===== config.mk =====
export PLATFORM = sky130hd
export DESIGN_NAME = countdown_timer
export DESIGN_NICKNAME = d
export VERILOG_FILES = /design/src/rtl/countdown_timer.sv
export SDC_FILE = /design/constraint.sdc
export NUM_CORES = 1
export LEC_CHECK = 0
export ABC_CLOCK_PERIOD_IN_PS = 3190
export BUFFER_PORTS_ARGS = -buffer_cell sky130_fd_sc_hd__buf_2
export CORE_AREA = 4 4 41 43
export CTS_BUF_LIST = sky130_fd_sc_hd__clkbuf_8 sky130_fd_sc_hd__clkbuf_16
export CTS_CLUSTER_DIAMETER = 120
export DETAILED_ROUTE_END_ITERATION = 6
export DIE_AREA = 0 0 45 47
export SLEW_MARGIN = 0
export SYNTH_ARGS = -nofsm -noshare
export SYNTH_HDL_FRONTEND = slang
export SYNTH_SLANG_ARGS = --single-unit

===== constraint.sdc =====
create_clock -name clk -period 3.19 [get_ports clk]
set_clock_uncertainty 0.1 [all_clocks]
set_input_delay 0.1595 -clock clk [delete_from_list [all_inputs] [get_ports clk]]
set_output_delay 0.1595 -clock clk [all_outputs]
set_load 0.02 [all_outputs]

===== src/rtl/countdown_timer.sv =====
// countdown_timer: loadable saturating down-counter with a one-cycle completion pulse.
// Once loaded it counts down to zero, pulses done for one cycle, then idles.
//
// Ports:
//   clk       system clock, rising edge
//   reset     synchronous active-high reset, highest priority
//   load      load strobe; samples load_val on the rising edge
//   load_val  start value for the countdown
//   satEn     count enable; decrement once per cycle while running
//   val_out   current count (registered)
//   busy      high while counting (RUN)
//   done      one-cycle completion pulse (DONE)
//   zero      registered flag, high whenever val_out == 0
module countdown_timer #(
  parameter int unsigned WIDTH = 4
) (
  input  logic             clk,
  input  logic             reset,
  input  logic             load,
  input  logic [WIDTH-1:0] load_val,
  input  logic             satEn,
  output logic [WIDTH-1:0] val_out,
  output logic             busy,
  output logic             done,
  output logic             zero
);

  localparam logic [1:0] StIdle = 2'd0;
  localparam logic [1:0] StRun  = 2'd1;
  localparam logic [1:0] StDone = 2'd2;

  localparam logic [WIDTH-1:0] One = WIDTH'(1);

  logic [1:0]       state_q, state_d;
  logic [WIDTH-1:0] val_q, val_d;
  logic             zero_q;

  always_comb begin
    state_d = state_q;
    val_d   = val_q;
    unique case (state_q)
      StIdle, StDone: begin
        if (load) begin
          // A load during DONE restarts with no idle cycle in between.
          val_d   = load_val;
          state_d = (load_val == '0) ? StDone : StRun;
        end else begin
          // IDLE ignores satEn, so the count can never wrap below zero.
          val_d   = '0;
          state_d = StIdle;
        end
      end
      StRun: begin
        if (load) begin
          val_d   = load_val;
          state_d = (load_val == '0) ? StDone : StRun;
        end else if (satEn) begin
          if (val_q > One) begin
            val_d = val_q - One;
          end else begin
            // Reaching zero ends the run; also guards against a stray 0 in RUN.
            val_d   = '0;
            state_d = StDone;
          end
        end
      end
      default: begin
        val_d   = '0;
        state_d = StIdle;
      end
    endcase
  end

  always_ff @(posedge clk) begin
    if (reset) begin
      state_q <= StIdle;
      val_q   <= '0;
      zero_q  <= 1'b1;
    end else begin
      state_q <= state_d;
      val_q   <= val_d;
      // zero is registered alongside the count rather than decoded from it.
      zero_q  <= (val_d == '0);
    end
  end

  assign val_out = val_q;
  assign busy    = (state_q == StRun);
  assign done    = (state_q == StDone);
  assign zero    = zero_q;

endmodule

==> results.md, run 1 <==
- GR Util met1: 0.114
- Fin crit period: 1660 ps
- Worst IR drop on VDD: 0.180 mV
- Slew Limit Fails: 0
- Critical path class: flip-flop to flip-flop
- Routed vias/inst: 5.01
- Initial drt markers: 6
- Estimated wirelength of the detail-placed design: 746 um
- Yosys warning count: 0
- I/O pins: 15
- Post-synth cell types: 23
- Number of instances on the worst hold path: 3
- Number of nets in the final layout: 74
- Required time at the worst-slack endpoint: 3210 ps
- Reg2reg end: zero$_SDFF_PP1_
- Run status: completed
- Worst-Skew Late Latency: 230 ps
- Max_cap viols: 0
- Pre-Repair DR Iteration Count: 3
- Most congested layer reported by global routing: met2
- Netlist area before placement: 407 um^2
- Placeable Area: 1300 um^2
- Gate count after technology mapping: 46
- DRC violations left: 0
- Hold Path Class: input port to flip-flop
- M2 GR Usage: 0.169
- Launch instance of the worst register-to-register path: val_out[0]$_SDFF_PP0_
- Number of buffers on the longest clock path: 2
- Clock sink total: 7
- Gr usage total: 0.107
- Finish-stage setup viols: 0
- Area of the die: 2120 um^2
- Part of the Yosys area used for sequential elements: 0.345
- Buffers inserted during post-CTS setup optimization: 0
- Data arrival at the endpoint of the critical path: 1680 ps
- Register-to-register path setup slack: 1530 ps
- Number of routed nets with antenna violations: 0
- Static leakage: 0.000244 uW
- Number of nets in the synthesized netlist: 56
- Portion of the clock cycle consumed by the worst path in the final layout: 0.521
- Hold Crit Start: load_val[2]
- Worst-margin pin slew: 336 ps
- Total power per unit cell area: 495 nW/um^2
- Critical-path maximum fanout: 7
- WL/cell: 12.1 um
- Cts bufs inserted: 3
- Flip-flop and latch count after synthesis: 7
- Cts-stage hold buffer count: 0
- Fraction of layout cells with a size suffix above 1: 0.333
- Smallest hold slack: 98.0 ps
- Num rows: 13
- Post-cts repair resize count: 0
- Endpoints failing hold: 0
- Synth-to-Final Area Change: 30.2%
- Overflow after GRT: 0
- Kind of end point of the critical path: flip-flop
- Area of all placed cells without fillers: 529 um^2
- Depth of the worst register-to-register path: 6
- Diodes inserted: 0
- Clock input transition at the sequential cells of the worst setup and hold paths: 40 ps
- Area after DPL: 484 um^2
- H-tree level count: 1
- Master cell of the clock root buffer: clkbuf_8
- First-pass GRT wire length: 1520 um
- Antenna violations before repair: 0
- Aggregate negative setup slack: 0 ps
- Met3 Use GR: 0.0383
- Crit start category: flip-flop
- Pin count of the biggest net entering global routing: 10
- Vias in the first global route: 372
- TritonCTS clock tree: done
- RSZ-0062 raised after global routing: no
- Wire length reported by the detailed router: 941 um
- Height of the die: 47 um
- Max Freq: 602 MHz
- Total via count after detailed routing: 391
- Starting density of the core: 0.313
- Hold Path End: val_out[2]$_SDFF_PP0_
- Final core area utilization: 0.407
- Global placement routability congestion: 0.687
- Die width: 45 um
- Port-buffer cells: 14
- Worst slew slack as a fraction of its limit: 0.774
- Synthesized area per cell: 8.84 um^2
-- metrics by stage --
stage          worst slack, ps  total power, uW  instances
2_1_floorplan             1550              128         46
3_3_place_gp              1570              142         74
3_5_place_dp              1500              142         74
4_1_cts                   1510              269         78
5_1_grt                   1390              280         78
6_report                  1530              262         78
-- cell usage after synthesis --
master	instances	area share
nor2b_1	3	0.046
o41a_1	1	0.028
xor2_1	2	0.043
a21oi_1	3	0.037
o21ai_2	1	0.022
a21boi_0	1	0.018
nor4b_2	1	0.037
a21o_1	1	0.018
nand2b_1	2	0.031
buf_6	1	0.028
nor4_1	2	0.031
inv_1	2	0.018
nand2_1	1	0.0092
and4b_2	1	0.028
nor3_1	1	0.012
ha_1	2	0.062
a31oi_1	1	0.015
a22oi_1	4	0.074
nor2_1	6	0.055
a31o_1	1	0.022
inv_2	1	0.0092
o21ai_0	1	0.012
dfxtp_1	7	0.34
-- layout make-up --
| class | instances | area [um^2] |
|---|---|---|
| fill | 149 | 772 |
| multi-input combinational | 35 | 244 |
| sequential | 7 | 140 |
| timing repair buffer | 14 | 70.1 |
| clock buffer | 3 | 41.3 |
| tap | 15 | 18.8 |
| inverter | 3 | 11.3 |
| clock inverter | 1 | 3.75 |
-- state kept, by name, indices dropped and copies added (netlist names) --
signal and count:
state_q 2, val_out 4, zero 1
-- worst max-delay path: stages (launching register included) --
cell and delay, ps:
dfxtp_1 450, inv_1 70, ha_1 220, nor2_1 150, o41a_1 270, o21ai_2 90
a31o_1 210
-- cell families after synthesis --
group                    share of synthesized area
buffers and inverters                       0.0554
adder cells (fa/ha/maj)                     0.0615
AND/OR/NAND/NOR                              0.249
XOR/XNOR                                    0.0431
flip-flops                                   0.345
AO/OA/AOI/OAI                                0.246
-- power breakdown --
part	leakage (uW)	switching, uW	internal (uW)
logic	0.000160	23.5	18.2
clock network	0.0000269	38.6	83.2
registers	0.0000577	5.56	92.7
total	0.000244	67.7	194
-- worst max path at each step --
| stage | start | end | slack, ps | cells past startpoint |
|---|---|---|---|---|
| global placement | val_out[0]$_SDFF_PP0_ | zero$_SDFF_PP1_ | 1570 | 6 |
| finish | val_out[0]$_SDFF_PP0_ | zero$_SDFF_PP1_ | 1530 | 6 |
| floorplan | val_out[0]$_SDFF_PP0_ | zero$_SDFF_PP1_ | 1550 | 6 |
| detailed placement | val_out[0]$_SDFF_PP0_ | zero$_SDFF_PP1_ | 1500 | 6 |
| CTS | val_out[0]$_SDFF_PP0_ | zero$_SDFF_PP1_ | 1510 | 6 |
| global route | val_out[0]$_SDFF_PP0_ | zero$_SDFF_PP1_ | 1390 | 6 |
-- cells in the final DEF (no fill, tap or decap), drive strengths merged, types with 2 or more instances in the layout --
| master | instances |
|---|---|
| buf | 14 |
| dfxtp | 7 |
| nor2 | 6 |
| a22oi | 4 |
| inv | 4 |
| nor2b | 3 |
| a21oi | 3 |
| clkbuf | 3 |
| nor4 | 2 |
| xor2 | 2 |
| nand2b | 2 |
| ha | 2 |
| o21ai | 2 |
-- layer usage --
metal	up-vias	wire [um]
li1	200	-
met1	180	427
met2	9	448
met3	2	56
met4	0	9
met5	-	0
No activity file was read; power rests on OpenSTA's default activity.
==> run 2: changes to the inputs <==
- ABC_CLOCK_PERIOD_IN_PS: 3190 -> 1650
- clock period: 3.19 -> 1.65 ns (I/O delays scaled with it)
==> run 2 against run 1 <==
Net effect:
- core utilization grew 1.7 points
- total power is 93% higher
- sequential power rose by 91%
- global-route usage fell by 0.78 points
- register-to-register slack got worse by 1400 ps
- combinational power rose by 120%
- cell count rose by 3.8%
- sequential share of layout area is 1.1 points lower
- non-clock buffer count is 3 higher
- critical path depth stayed put
- critical path type unchanged
- critical endpoint unchanged
- largest power group unchanged
==> results.md, run 2 (synthesis gave the netlist of run 1 again) <==
- Run status: completed
- Estimated wirelength of the detail-placed design: 782 um (+4.8%)
- TritonCTS clock tree: done
- Placeable Area: 1300 um^2 (unchanged)
- First-pass GRT wire length: 1500 um (-1.4%)
- Antenna violations before repair: 0 (unchanged)
- Finish-stage setup viols: 0 (unchanged)
- Data arrival at the endpoint of the critical path: 1520 ps (-160 ps)
- Pin count of the biggest net entering global routing: 10 (unchanged)
- Number of nets in the final layout: 77 (+4.1%)
- Cells traversed along the worst timing path: inv_1, ha_1, nor2_1, o41a_1, o21ai_2, a31o_1
- Aggregate negative setup slack: 0 ps (unchanged)
- Buffers inserted during post-CTS setup optimization: 0 (unchanged)
- Max incr delay on CP: 340 ps (-110 ps)
- Pre-Repair DR Iteration Count: 4 (+1)
- Area occupied by multi-input gates: 244 um^2 (unchanged)
- Hold Path Class: input port to flip-flop
- Number of buffers on the longest clock path: 2 (unchanged)
- Crit start category: flip-flop
- Number of routed nets with antenna violations: 0 (unchanged)
- Worst-margin pin slew: 349 ps (+13.2 ps)
- Wire length reported by the detailed router: 933 um (-0.85%)
- H-tree level count: 1 (unchanged)
- RSZ-0062 raised after global routing: no
- Slew Limit Fails: 0 (unchanged)
- Initial drt markers: 6 (unchanged)
- Portion of the clock cycle consumed by the worst path in the final layout: 0.916 (+0.395)
- Max Freq: 662 MHz (+9.9%)
- Post-Place Worst Slack: 144 ps (-1360 ps)
- Area of the die: 2120 um^2 (unchanged)
- Post-cts repair resize count: 0 (unchanged)
- Smallest setup slack after layout: 139 ps (-1390 ps)
- Max_cap viols: 0 (unchanged)
- Routed vias/inst: 4.95 (-1.2%)
- Slowest cell on the critical path: dfxtp_1
- Worst slew slack as a fraction of its limit: 0.765 (-0.00887)
- Cts bufs inserted: 3 (unchanged)
- Endpoints failing hold: 0 (unchanged)
- Buffer and inverter count on the worst path: 1 (unchanged)
- Fin crit period: 1510 ps (-149 ps)
- Clock sink total: 7 (unchanged)
- Max reg flops: 4 (unchanged)
- Most frequent cells in the layout: 14 x buf_2, 7 x dfxtp_1, 6 x nor2_1, 4 x a22oi_1
- Clock input transition at the sequential cells of the worst setup and hold paths: 40 ps (about the same)
- Worst IR drop on VDD: 0.498 mV (+180%)
- Vias in the first global route: 370 (-0.54%)
- Total via count after detailed routing: 401 (+2.6%)
- Height of the die: 47 um (unchanged)
- Final core area utilization: 0.424 (+0.0173)
- Critical path class: flip-flop to flip-flop
- Kind of end point of the critical path: flip-flop
- Diodes inserted: 0 (unchanged)
- Cts-stage hold buffer count: 0 (unchanged)
- Port-buffer cells: 14 (unchanged)
- Num rows: 13 (unchanged)
- Total power per unit cell area: 915 nW/um^2 (+85%)
- Worst-Skew Late Latency: 220 ps (about the same)
- Reg area: 140 um^2 (unchanged)
- Starting density of the core: 0.313 (unchanged)
- Overflow after GRT: 0 (unchanged)
- Die width: 45 um (unchanged)
- Critical-path maximum fanout: 5 (-2)
- Fillers: 139 (-6.7%)
- Cell family with the largest share of critical-path delay: compound AO/OA/AOI/OAI gates
- Master cell of the clock root buffer: clkbuf_8
- Total power: 505 uW (+93%)
- DRC violations left: 0 (unchanged)
- Most frequent standard cell in the layout excluding fill and tap cells: buf_2
- I/O pins: 15 (unchanged)
- WL/cell: 11.5 um (-4.5%)
- Static leakage: 0.000260 uW (+6.5%)
- Synth-to-Final Area Change: 35.7%
- Fraction of layout cells with a size suffix above 1: 0.364 (+0.0303)
- Gr usage total: 0.0990 (-0.00783)
- Global placement routability congestion: 0.721 (+4.9%)
- Required time at the worst-slack endpoint: 1660 ps (-1550 ps)
-- run 2: final timing paths --
check	start	end	slack, ps	cells past startpoint
worst max-delay path	val_out[0]$_SDFF_PP0_	zero$_SDFF_PP1_	140	6
worst min-delay path	load_val[2]	val_out[2]$_SDFF_PP0_	30	3
worst max register to register	val_out[0]$_SDFF_PP0_	zero$_SDFF_PP1_	140	6
worst min register to register	state_q[1]$_SDFFE_PP0P_	state_q[0]$_SDFFE_PP0P_	480	2
-- run 2: layout make-up --
class	instances	share of cell area
clock inverters	1	0.00680
multi-input cells	35	0.442
well taps	15	0.0340
repair buffers	17	0.168
clock buffers	3	0.0748
inverters	3	0.0204
flip-flops and latches	7	0.254
-- run 2: power breakdown --
part           switching (uW)  leakage, uW  internal [uW]
Sequential               8.22    0.0000577            179
Combinational            50.5     0.000175           39.9
Clock                    66.9    0.0000269            160
-- run 2: per-stage QoR --
stage,cell area (um^2),hold WS [ps],instances
after floorplan,407,123,46
after global placement,507,257,77
after detailed placement,507,264,77
after CTS,552,30.5,81
after global routing,552,48.4,81
final,552,34.5,81
-- run 2: routing by layer --
layer,GRT usage,wire (um),vias to the layer above
li1,-,-,208
met1,0.128,455,180
met2,0.144,434,13
met3,0.0230,43,0
met4,0.0702,0,0
met5,0,0,-
-- run 2: worst min-delay path, cell delays in order --
cell and delay [ps]:
buf_2 110, nand2_1 50, a21oi_1 60
==> run 3: changes to the inputs <==
- ABC_CLOCK_PERIOD_IN_PS: 1650 -> 1490
- clock period: 1.65 -> 1.49 ns (I/O delays scaled with it)
==> run 3 against run 2 <==
Net effect:
- cell count up 3.7%
- critical path type unchanged
- highest routed layer unchanged
- register-to-register slack got worse by 90 ps
- critical path depth is the same
==> results.md, run 3 (synthesis gave the netlist of run 1 again) <==
- Met3 Use GR: 0.0575 (+0.0345)
- Non-filler cells, final: 84 (+3.7%)
- Static leakage: 0.000279 uW (+7.4%)
- Depth of the worst register-to-register path: 6 (unchanged)
- Max reg flops: 4 (unchanged)
- I/O pins: 15 (unchanged)
- Port-buffer cells: 14 (unchanged)
- Number of buffers on the longest clock path: 2 (unchanged)
- Critical path class: flip-flop to flip-flop
- Worst-Skew Late Latency: 230 ps (about the same)
- Clock input transition at the sequential cells of the worst setup and hold paths: 40 ps (about the same)
- Endpoints failing hold: 0 (unchanged)
- Reg2reg end: val_out[0]$_SDFF_PP0_
- Master cell of the clock root buffer: clkbuf_8
- H-tree level count: 1 (unchanged)
- Placeable Area: 1300 um^2 (unchanged)
- Hold Path End: val_out[2]$_SDFF_PP0_
- WL/cell: 11.8 um (+2.7%)
- RSZ-0062 raised after global routing: yes
- Placed Cells: 78 (+1.3%)
- Cts bufs inserted: 3 (unchanged)
- Gr usage total: 0.113 (+0.0135)
- Run status: completed
- Most frequent cells in the layout: 14 x buf_2, 6 x buf_4, 5 x nor2_1, 5 x dfxtp_1
- Launch instance of the worst register-to-register path: val_out[0]$_SDFF_PP0_
- Fraction of layout cells with a size suffix above 1: 0.507 (+0.144)
- Fin crit period: 1450 ps (-66.3 ps)
- Pre-Repair DR Iteration Count: 4 (unchanged)
- Number of nets in the final layout: 80 (+3.9%)
- Most frequent standard cell in the layout excluding fill and tap cells: buf_2
- Smallest hold slack: 28.0 ps (-6.51 ps)
- Max Freq: 692 MHz (+4.6%)
- Total via count after detailed routing: 421 (+5.0%)
- Area after DPL: 519 um^2 (+2.5%)
- Synth-to-Final Area Change: 52.3%
- Reg area: 145 um^2 (+3.6%)
- Number of routed nets with antenna violations: 0 (unchanged)
- Max_cap viols: 0 (unchanged)
- Crit start category: flip-flop
- Clock sink total: 7 (unchanged)
- Num rows: 13 (unchanged)
- Die width: 45 um (unchanged)
- Vias in the first global route: 387 (+4.6%)
- Slew Limit Fails: 0 (unchanged)
- Worst-margin pin slew: 326 ps (-22.4 ps)
- Hold Path Class: input port to flip-flop
- Register-to-register path setup slack: 40 ps (-90 ps)
- Number of instances on the worst hold path: 3 (unchanged)
- Worst IR drop on VDD: 0.687 mV (+38%)
- Worst slew slack as a fraction of its limit: 0.780 (+0.0151)
- First-pass GRT wire length: 1690 um (+13%)
- Wire length reported by the detailed router: 994 um (+6.5%)
- Smallest setup slack after layout: 44.9 ps (-93.7 ps)
- Critical-path maximum fanout: 5 (unchanged)
- Starting density of the core: 0.313 (unchanged)
- Estimated wirelength of the detail-placed design: 779 um (-0.38%)
- Antenna violations before repair: 0 (unchanged)
- Diodes inserted: 0 (unchanged)
- Post-Place Worst Slack: -17.8 ps (-162 ps)
- Data arrival at the endpoint of the critical path: 1460 ps (-60 ps)
- Area of all placed cells without fillers: 619 um^2 (+12%)
- Required time at the worst-slack endpoint: 1500 ps (-160 ps)
- Area of the die: 2120 um^2 (unchanged)
- Area occupied by multi-input gates: 282 um^2 (+15%)
- Finish-stage setup viols: 0 (unchanged)
- Kind of end point of the critical path: flip-flop
- Routed vias/inst: 5.01 (+1.2%)
- Pin count of the biggest net entering global routing: 10 (unchanged)
- Overflow after GRT: 0 (unchanged)
- DRC violations left: 0 (unchanged)
- Global placement routability congestion: 0.712 (-1.2%)
- Most congested layer reported by global routing: met2
- Fillers: 131 (-5.8%)
- Initial drt markers: 4 (-2)
- Total power per unit cell area: 958 nW/um^2 (+4.7%)
- TritonCTS clock tree: done
- GR Util met1: 0.135 (+0.00717)
- M2 GR Usage: 0.175 (+0.0311)
- Portion of the clock cycle consumed by the worst path in the final layout: 0.970 (+0.0539)
- Hold Crit Start: load_val[2]
- Height of the die: 47 um (unchanged)
==> run 3: worst max path at each step <==
stage,start,end,cells past startpoint
finish,val_out[0]$_SDFF_PP0_,val_out[0]$_SDFF_PP0_,6
global route,val_out[0]$_SDFF_PP0_,val_out[0]$_SDFF_PP0_,6
CTS,val_out[0]$_SDFF_PP0_,val_out[1]$_SDFF_PP0_,6
detailed placement,val_out[0]$_SDFF_PP0_,zero$_SDFF_PP1_,6
global placement,val_out[0]$_SDFF_PP0_,zero$_SDFF_PP1_,6
floorplan,val_out[1]$_SDFF_PP0_,zero$_SDFF_PP1_,6
==> run 3: power by group <==
| group | switching (uW) | leakage (uW) | internal (uW) |
|---|---|---|---|
| Sequential | 9.33 | 0.0000588 | 198 |
| Combinational | 64.3 | 0.000194 | 59.3 |
| Clock | 84.4 | 0.0000269 | 178 |
==> run 3: routing by layer <==
layer  part of all wire  vias up
li1                   -      214
met1               0.47      194
met2               0.48       13
met3              0.055        0
met4                  0        0
met5                  0        -
==> run 3: critical path, cell delays in order (launching register included) <==
cell     delay (ps)
dfxtp_4         350
inv_2            60
ha_4            130
nor2_4           40
o41a_1          410
a22oi_1         180
nor2_1           50
==> run 3: through the flow <==
stage,utilization,setup TNS [ps],total power (uW)
floorplan,-,0,274
global placement,0.399,0,311
detailed placement,0.399,-17.8,312
CTS,0.463,-9.78,593
global route,0.476,-75.4,626
finish,0.476,0,594
==> run 3: final cells by class <==
cell class	instances	area share
repair buffers	20	0.186
flip-flops and latches	7	0.234
well taps	15	0.0303
clock inverters	1	0.00606
clock buffers	3	0.0667
inverters	3	0.0222
multi-input cells	35	0.455
==> run 3: timing repair <==
| action | 4_1_cts | 5_1_grt |
|---|---|---|
| setup buffers | 1 | 1 |
| endpoints found under the setup margin | 2 | 5 |
| pin swaps | 5 | 3 |
| hold buffers | 0 | 0 |
| resized for setup | 8 | 3 |
